$ cat config.mk
export PLATFORM = sky130hd
export DESIGN_NAME = wrr_arbiter
export DESIGN_NICKNAME = d
export VERILOG_FILES = /design/src/rtl/arbiter_pkg.sv /design/src/rtl/wrr_arbiter_rr_pick.sv /design/src/rtl/wrr_arbiter.sv
export SDC_FILE = /design/constraint.sdc
export NUM_CORES = 1
export LEC_CHECK = 0
export BUFFER_PORTS_ARGS = -buffer_cell sky130_fd_sc_hd__buf_2
export CAP_MARGIN = 20
export CORE_AREA = 2 2 54 56
export DETAILED_ROUTE_END_ITERATION = 6
export DIE_AREA = 0 0 56 58
export GPL_TIMING_DRIVEN = 1
export PLACE_DENSITY = 0.86
export REMOVE_ABC_BUFFERS = 1
export SETUP_SLACK_MARGIN = 0.2
export SLEW_MARGIN = 10
export SYNTH_ARGS = -nofsm -noshare
export SYNTH_HDL_FRONTEND = slang
export SYNTH_HIERARCHICAL = 1
export SYNTH_SLANG_ARGS = --single-unit
$ cat constraint.sdc
create_clock -name clk -period 6.6 [get_ports clk]
set_input_delay 1.98 -clock clk [delete_from_list [all_inputs] [get_ports clk]]
set_output_delay 1.98 -clock clk [all_outputs]
set_load 0.02 [all_outputs]
$ cat src/rtl/arbiter_pkg.sv
`default_nettype none
// ============================================================================
//  Module   : arbiter_pkg
//  Purpose  : Shared constants and helper functions for the weighted
//             round-robin arbiter (mode encodings, one-hot to binary,
//             single-step rotations within a given active width).
//  Revision : 1.0  initial release
// ============================================================================
package arbiter_pkg;

    localparam logic MODE_RR    = 1'b0;
    localparam logic MODE_FIXED = 1'b1;

    // Helpers work on a fixed container width; callers cast in and out.
    localparam int MAX_PORTS     = 32;
    localparam int MAX_SEL_WIDTH = 5;

    // Binary index of the set bit of a one-hot vector; 0 for an all-zero vector.
    function automatic logic [MAX_SEL_WIDTH-1:0] onehot_to_bin(input logic [MAX_PORTS-1:0] vec);
        logic [MAX_SEL_WIDTH-1:0] idx;
        idx = '0;
        for (int i = 0; i < MAX_PORTS; i++) begin
            if (vec[i]) begin
                idx = idx | MAX_SEL_WIDTH'(i);
            end
        end
        return idx;
    endfunction

    // Rotate the low 'width' bits left by one position (bit width-1 wraps to bit 0).
    function automatic logic [MAX_PORTS-1:0] rotl1(input logic [MAX_PORTS-1:0] vec, input int width);
        logic [MAX_PORTS-1:0] res;
        res = '0;
        for (int i = 0; i < MAX_PORTS; i++) begin
            if (i < width) begin
                res[(i + 1) % width] = vec[i];
            end
        end
        return res;
    endfunction

    // Rotate the low 'width' bits right by one position (bit 0 wraps to bit width-1).
    function automatic logic [MAX_PORTS-1:0] rotr1(input logic [MAX_PORTS-1:0] vec, input int width);
        logic [MAX_PORTS-1:0] res;
        res = '0;
        for (int i = 0; i < MAX_PORTS; i++) begin
            if (i < width) begin
                res[(i + width - 1) % width] = vec[i];
            end
        end
        return res;
    endfunction

endpackage
`default_nettype wire

$ cat src/rtl/wrr_arbiter_rr_pick.sv
`default_nettype none
// ============================================================================
//  Module   : rr_pick
//  Purpose  : Combinational circular first-one search. Returns the first
//             requester at or after the one-hot start position, wrapping
//             around to the bits below it.
//  Revision : 1.0  initial release
// ============================================================================
module rr_pick #(
    parameter int WIDTH = 6
) (
    input  logic [WIDTH-1:0] req,
    input  logic [WIDTH-1:0] start_onehot,
    output logic [WIDTH-1:0] winner_onehot
);

    logic [WIDTH-1:0]   w_mask;
    logic [2*WIDTH-1:0] w_dbl;
    logic [2*WIDTH-1:0] w_iso;

    // Positions at or above the start bit; an all-zero start masks everything
    // so the search falls through to the unmasked upper copy.
    assign w_mask = ~(start_onehot - WIDTH'(1));

    // Lower copy holds only the in-window requests, upper copy provides the wrap.
    assign w_dbl  = {req, req & w_mask};

    // Isolate the lowest set bit of the doubled vector.
    assign w_iso  = w_dbl & (~w_dbl + (2*WIDTH)'(1));

    // Fold both halves back onto the port positions.
    assign winner_onehot = w_iso[WIDTH-1:0] | w_iso[2*WIDTH-1:WIDTH];

endmodule
`default_nettype wire

$ cat src/rtl/wrr_arbiter.sv
`default_nettype none
// ============================================================================
//  Module   : wrr_arbiter
//  Purpose  : Weighted round-robin arbiter with a fixed-priority mode.
//             A port may hold the grant for up to its weight in consecutive
//             cycles; hand-over is look-ahead so no idle cycle is inserted.
//             grant/select/credit are registered.
//  Revision : 1.0  initial release
// ============================================================================
module wrr_arbiter
    import arbiter_pkg::*;
#(
    parameter  int NUM_PORTS    = 6,
    parameter  int WEIGHT_WIDTH = 4,
    localparam int SEL_WIDTH    = $clog2(NUM_PORTS)
) (
    input  logic                              clk,
    input  logic                              rst,
    input  logic [NUM_PORTS-1:0]              request,
    input  logic [NUM_PORTS*WEIGHT_WIDTH-1:0] weight,
    input  logic                              mode,
    output logic [NUM_PORTS-1:0]              grant,
    output logic [SEL_WIDTH-1:0]              select,
    output logic                              active,
    output logic [WEIGHT_WIDTH-1:0]           credit
);

    logic [NUM_PORTS-1:0]    r_grant;
    logic [SEL_WIDTH-1:0]    r_select;
    logic [WEIGHT_WIDTH-1:0] r_credit;
    logic [NUM_PORTS-1:0]    r_last_owner;

    logic [NUM_PORTS-1:0]    w_start;
    logic [NUM_PORTS-1:0]    w_pick;
    logic [WEIGHT_WIDTH-1:0] w_pick_weight;
    logic                    w_hold;
    logic [NUM_PORTS-1:0]    w_next_grant;
    logic [WEIGHT_WIDTH-1:0] w_next_credit;
    logic [NUM_PORTS-1:0]    w_next_last;

    // Fixed priority searches from port 0; round-robin from the port after the last owner.
    assign w_start = (mode == MODE_FIXED)
                   ? NUM_PORTS'(1)
                   : NUM_PORTS'(rotl1(MAX_PORTS'(r_last_owner), NUM_PORTS));

    rr_pick #(
        .WIDTH         (NUM_PORTS)
    ) u_rr_pick (
        .req           (request),
        .start_onehot  (w_start),
        .winner_onehot (w_pick)
    );

    // Weight of the search winner, used only when a new burst is loaded.
    always_comb begin
        w_pick_weight = '0;
        for (int p = 0; p < NUM_PORTS; p++) begin
            if (w_pick[p]) begin
                w_pick_weight = w_pick_weight | weight[p*WEIGHT_WIDTH +: WEIGHT_WIDTH];
            end
        end
    end

    // Hold while the current owner keeps requesting and has beats left.
    assign w_hold = (mode == MODE_RR) && (|(r_grant & request)) && (r_credit != '0);

    // Next owner, credit and rotation pointer.
    always_comb begin
        w_next_grant  = w_pick;
        w_next_credit = '0;
        if (mode == MODE_FIXED) begin
            w_next_credit = '0;
        end else if (w_hold) begin
            w_next_grant  = r_grant;
            w_next_credit = r_credit - WEIGHT_WIDTH'(1);
        end else if (w_pick != '0) begin
            // A weight of 0 behaves as 1, leaving no extra beats.
            w_next_credit = (w_pick_weight == '0) ? '0 : (w_pick_weight - WEIGHT_WIDTH'(1));
        end
        w_next_last = (w_next_grant != '0) ? w_next_grant : r_last_owner;
    end

    // Output and state registers.
    always_ff @(posedge clk) begin
        if (rst) begin
            r_grant      <= '0;
            r_select     <= '0;
            r_credit     <= '0;
            r_last_owner <= NUM_PORTS'(1) << (NUM_PORTS - 1);
        end else begin
            r_grant      <= w_next_grant;
            r_select     <= SEL_WIDTH'(onehot_to_bin(MAX_PORTS'(w_next_grant)));
            r_credit     <= w_next_credit;
            r_last_owner <= w_next_last;
        end
    end

    assign grant  = r_grant;
    assign select = r_select;
    assign active = |r_grant;
    assign credit = r_credit;

endmodule
`default_nettype wire
==> qor.txt <==
Status -> finished, final reports clean
Sequential element share of the synthesized area -> 31.0%
Congestion Overflow GR -> 0
Post-detailed-route wirelength per cell -> 15.7 um
Vias in the first global route -> 1275
Synth Instances -> 138
Reg2reg end -> credit[2]$_SDFF_PP0_
WP data required -> 6.83 ns
Hold-critical path depth -> 1
Final ANT Viol Nets -> 0
Top cell type by total area after synthesis -> dfxtp_1
Buffers on Ports -> 46
Cell Pwr Density -> 216 mW/mm^2
Chip Height -> 58 um
Clock Pin Slew Worst Setup and Hold Paths -> 0.10 ns
Die Footprint -> 0.00325 sq mm
Min-Delay Endpoint -> r_last_owner[0]$_SDFFE_PP0P_
Reg2reg path depth -> 13
Fin crit share -> 82.2%
Cell Area, Synth -> 0.00123 sq mm
Area after DPL -> 0.00148 sq mm
Crit path kind -> in2reg
Worst path cell trace -> buf_2, or2_2, inv_1, ha_1, xnor2_1, a222oi_1, o211ai_1, o31ai_1, a22oi_1, and3_1, ha_1, a311oi_2, a22oi_1, nor3_1
Initial Util -> 46.1%
Part of the power in combinational logic -> 41.0%
Internal cell power -> 0.207 mW
Grt met3 use -> 2.90%
Min Tclk post-route -> 5.43 ns
Ys async rst share -> 0%
Clock skew -> 0.00287 ns
Placement Setup Slack -> 0.934 ns
Worst reg2reg startpoint -> r_last_owner[5]$_SDFFE_PP1P_
Layout cells sized above 1 -> 33.3%
Met1 Use GR -> 29.1%
First-pass GRT wire length -> 5730 um
Via count -> 1301
Register share of total power -> 41.0%
Measured slew at the worst slew-check pin -> 0.853 ns
Setup Buffers After CTS -> 0
Die X -> 56 um
Hpwl dp -> 2640 um
Final setup TNS -> 0 ns
GPL Wtd Cong -> 0.957
Crit end category -> register
Slew headroom -> 42.7%
Worst path slowest cell -> o31ai_1
Synth cell count leaders -> 19 x dfxtp_1, 16 x a22oi_1, 9 x inv_1, 7 x nor2_1, 7 x nor2b_1
GR Util All Layers -> 21.9%
CP Max Fanout -> 11
CP Launch Type -> input pin
Clk buf depth -> 2
Switching part of the total -> 36.6%
Area contributors post-synth -> dfxtp_1 31%, a22oi_1 9.8%, mux2i_1 4.9%, nor2b_1 3.6%, a21o_1 3.1%
Rows -> 19
Post-DR vias/cell -> 6.00
Finished Cell Area -> 0.00151 sq mm
Core footprint -> 0.00266 sq mm
Hold Buf Count CTS -> 0
Clock root cell -> clkbuf_4
DR pass1 iterations -> 6
Post-route setup slack -> 1.17 ns
WHS -> 0.454 ns
Setup slack, reg-to-reg -> 2.70 ns
Synth warn -> 6
Count leader, synth -> dfxtp_1
CTS buffer count -> 3
Largest net degree at the start of global routing -> 16
CTS Sinks -> 19
Yosys top cell area share -> 31.0%
Ports -> 47
Number of synthesized flops with an enable pin -> 0
# H-tree levels -> 1
Hold Startpoint -> r_last_owner[0]$_SDFFE_PP0P_
Clock Power Share -> 18.0%
Fmax -> 0.184 GHz
Cts repair resizes -> 0
DRC viols -> 0
Syn avg cell area -> 8.89 sq um
Final hold viol count -> 0
Clock latency on the worst-skew pair -> 0.30 ns
Met2 Usage GRT -> 36.8%
Layout area overhead -> 23.2%
Max_cap viols -> 0
VDD IR-drop max -> 0.000176 V
Detailed Route Iter0 Violations -> 99
RSZ-0062 raised after global routing -> false
Switching pwr -> 0.119 mW
Inserted Diodes -> 0
Nets -> 223
Core Util, Final -> 56.7%
CP arrival -> 5.66 ns
Most used flip-flop cell after synthesis -> dfxtp_1
GRT Max-Usage Layer -> met2
Synthesis-stage register bit count -> 19
Max Slew Vio Count -> 0
DRT Wirelength -> 3420 um
Final setup fails -> 0
Hold crit path type -> reg2reg
CTS tree -> yes
Initial antenna violation count -> 0
CP peak stage delay -> 0.75 ns
LEAKAGE -> 0.691 nW
Synth unique cells -> 43
power groups by stage:
stage	Clock (mW)	Sequential (mW)	Combinational (mW)
2_1_floorplan	0	0.144	0.0833
3_5_place_dp	0	0.136	0.132
6_report	0.0589	0.134	0.134
3_3_place_gp	0	0.136	0.131
5_1_grt	0.0637	0.135	0.148
4_1_cts	0.0589	0.134	0.133
worst max-delay path, delay by kind of cell:
| family | cells | cell delay (ns) |
|---|---|---|
| and+or+nand+nor | 3 | 0.75 |
| xor gates and xnor gates | 1 | 0.11 |
| adders and majority gates | 2 | 0.40 |
| AOI/OAI and AO/OA | 6 | 2.17 |
| buffers and inverters | 2 | 0.26 |
layer usage:
| layer | up-vias | share of wire [%] | wire [um] |
|---|---|---|---|
| li1 | 621 | - | - |
| met5 | - | 0 | 0 |
| met4 | 0 | 1.3 | 44 |
| met3 | 9 | 9.8 | 336 |
| met1 | 595 | 43 | 1460 |
| met2 | 76 | 46 | 1570 |
layout make-up:
type / count / area [sq um]
clock buffer: 4 / 26.3
fill: 261 / 1150
inverter: 9 / 33.8
multi-input combinational: 107 / 793
sequential: 19 / 380
tap: 31 / 38.8
timing repair buffer: 47 / 238
worst max-delay path by stage:
stage	startpoint	to	cells past startpoint
4_1_cts	mode	credit[2]$_SDFF_PP0_	12
6_report	mode	credit[2]$_SDFF_PP0_	14
2_1_floorplan	mode	credit[2]$_SDFF_PP0_	11
3_3_place_gp	mode	credit[2]$_SDFF_PP0_	14
3_5_place_dp	mode	credit[2]$_SDFF_PP0_	12
5_1_grt	mode	credit[3]$_SDFF_PP0_	14
logic make-up (layout without fill, tap and decap cells):
group,Yosys count,after routing,synth area share [%]
and+or+nand+nor,49,49,23.8
AOI/OAI and AO/OA,43,43,28.7
adders and majority gates,3,3,3.06
buffers and inverters,12,60,4.29
DFF,19,19,31.0
xor gates and xnor gates,6,6,4.29
muxes,6,6,4.90
flip-flops by register name (all words and copies together), names as in the netlist:
signal and count:
credit 4, grant 6, select 3, r_last_owner 6
cell usage in the layout, fill, tap and decap left out, types with 3 or more instances in the layout:
cell	synthesis	final
mux2i_1	6	6
xor2_1	3	3
nor2_1	7	7
clkbuf_4	0	3
inv_1	9	9
a22oi_1	16	16
nor3_1	5	5
buf_2	0	46
ha_1	3	3
o31ai_1	3	3
xnor2_1	3	3
nor2b_1	7	7
a21o_1	5	5
nand3_1	5	5
nand2_1	6	6
and3_1	5	5
dfxtp_1	19	19
a21oi_1	4	4
through the flow:
stage                     std cells  power (mW)
final                           217       0.327
after global routing            217       0.347
after CTS                       217       0.325
after detailed placement        213       0.268
after global placement          213       0.267
after floorplan                 135       0.227
Note: power is estimated with default switching activity, not from simulation.
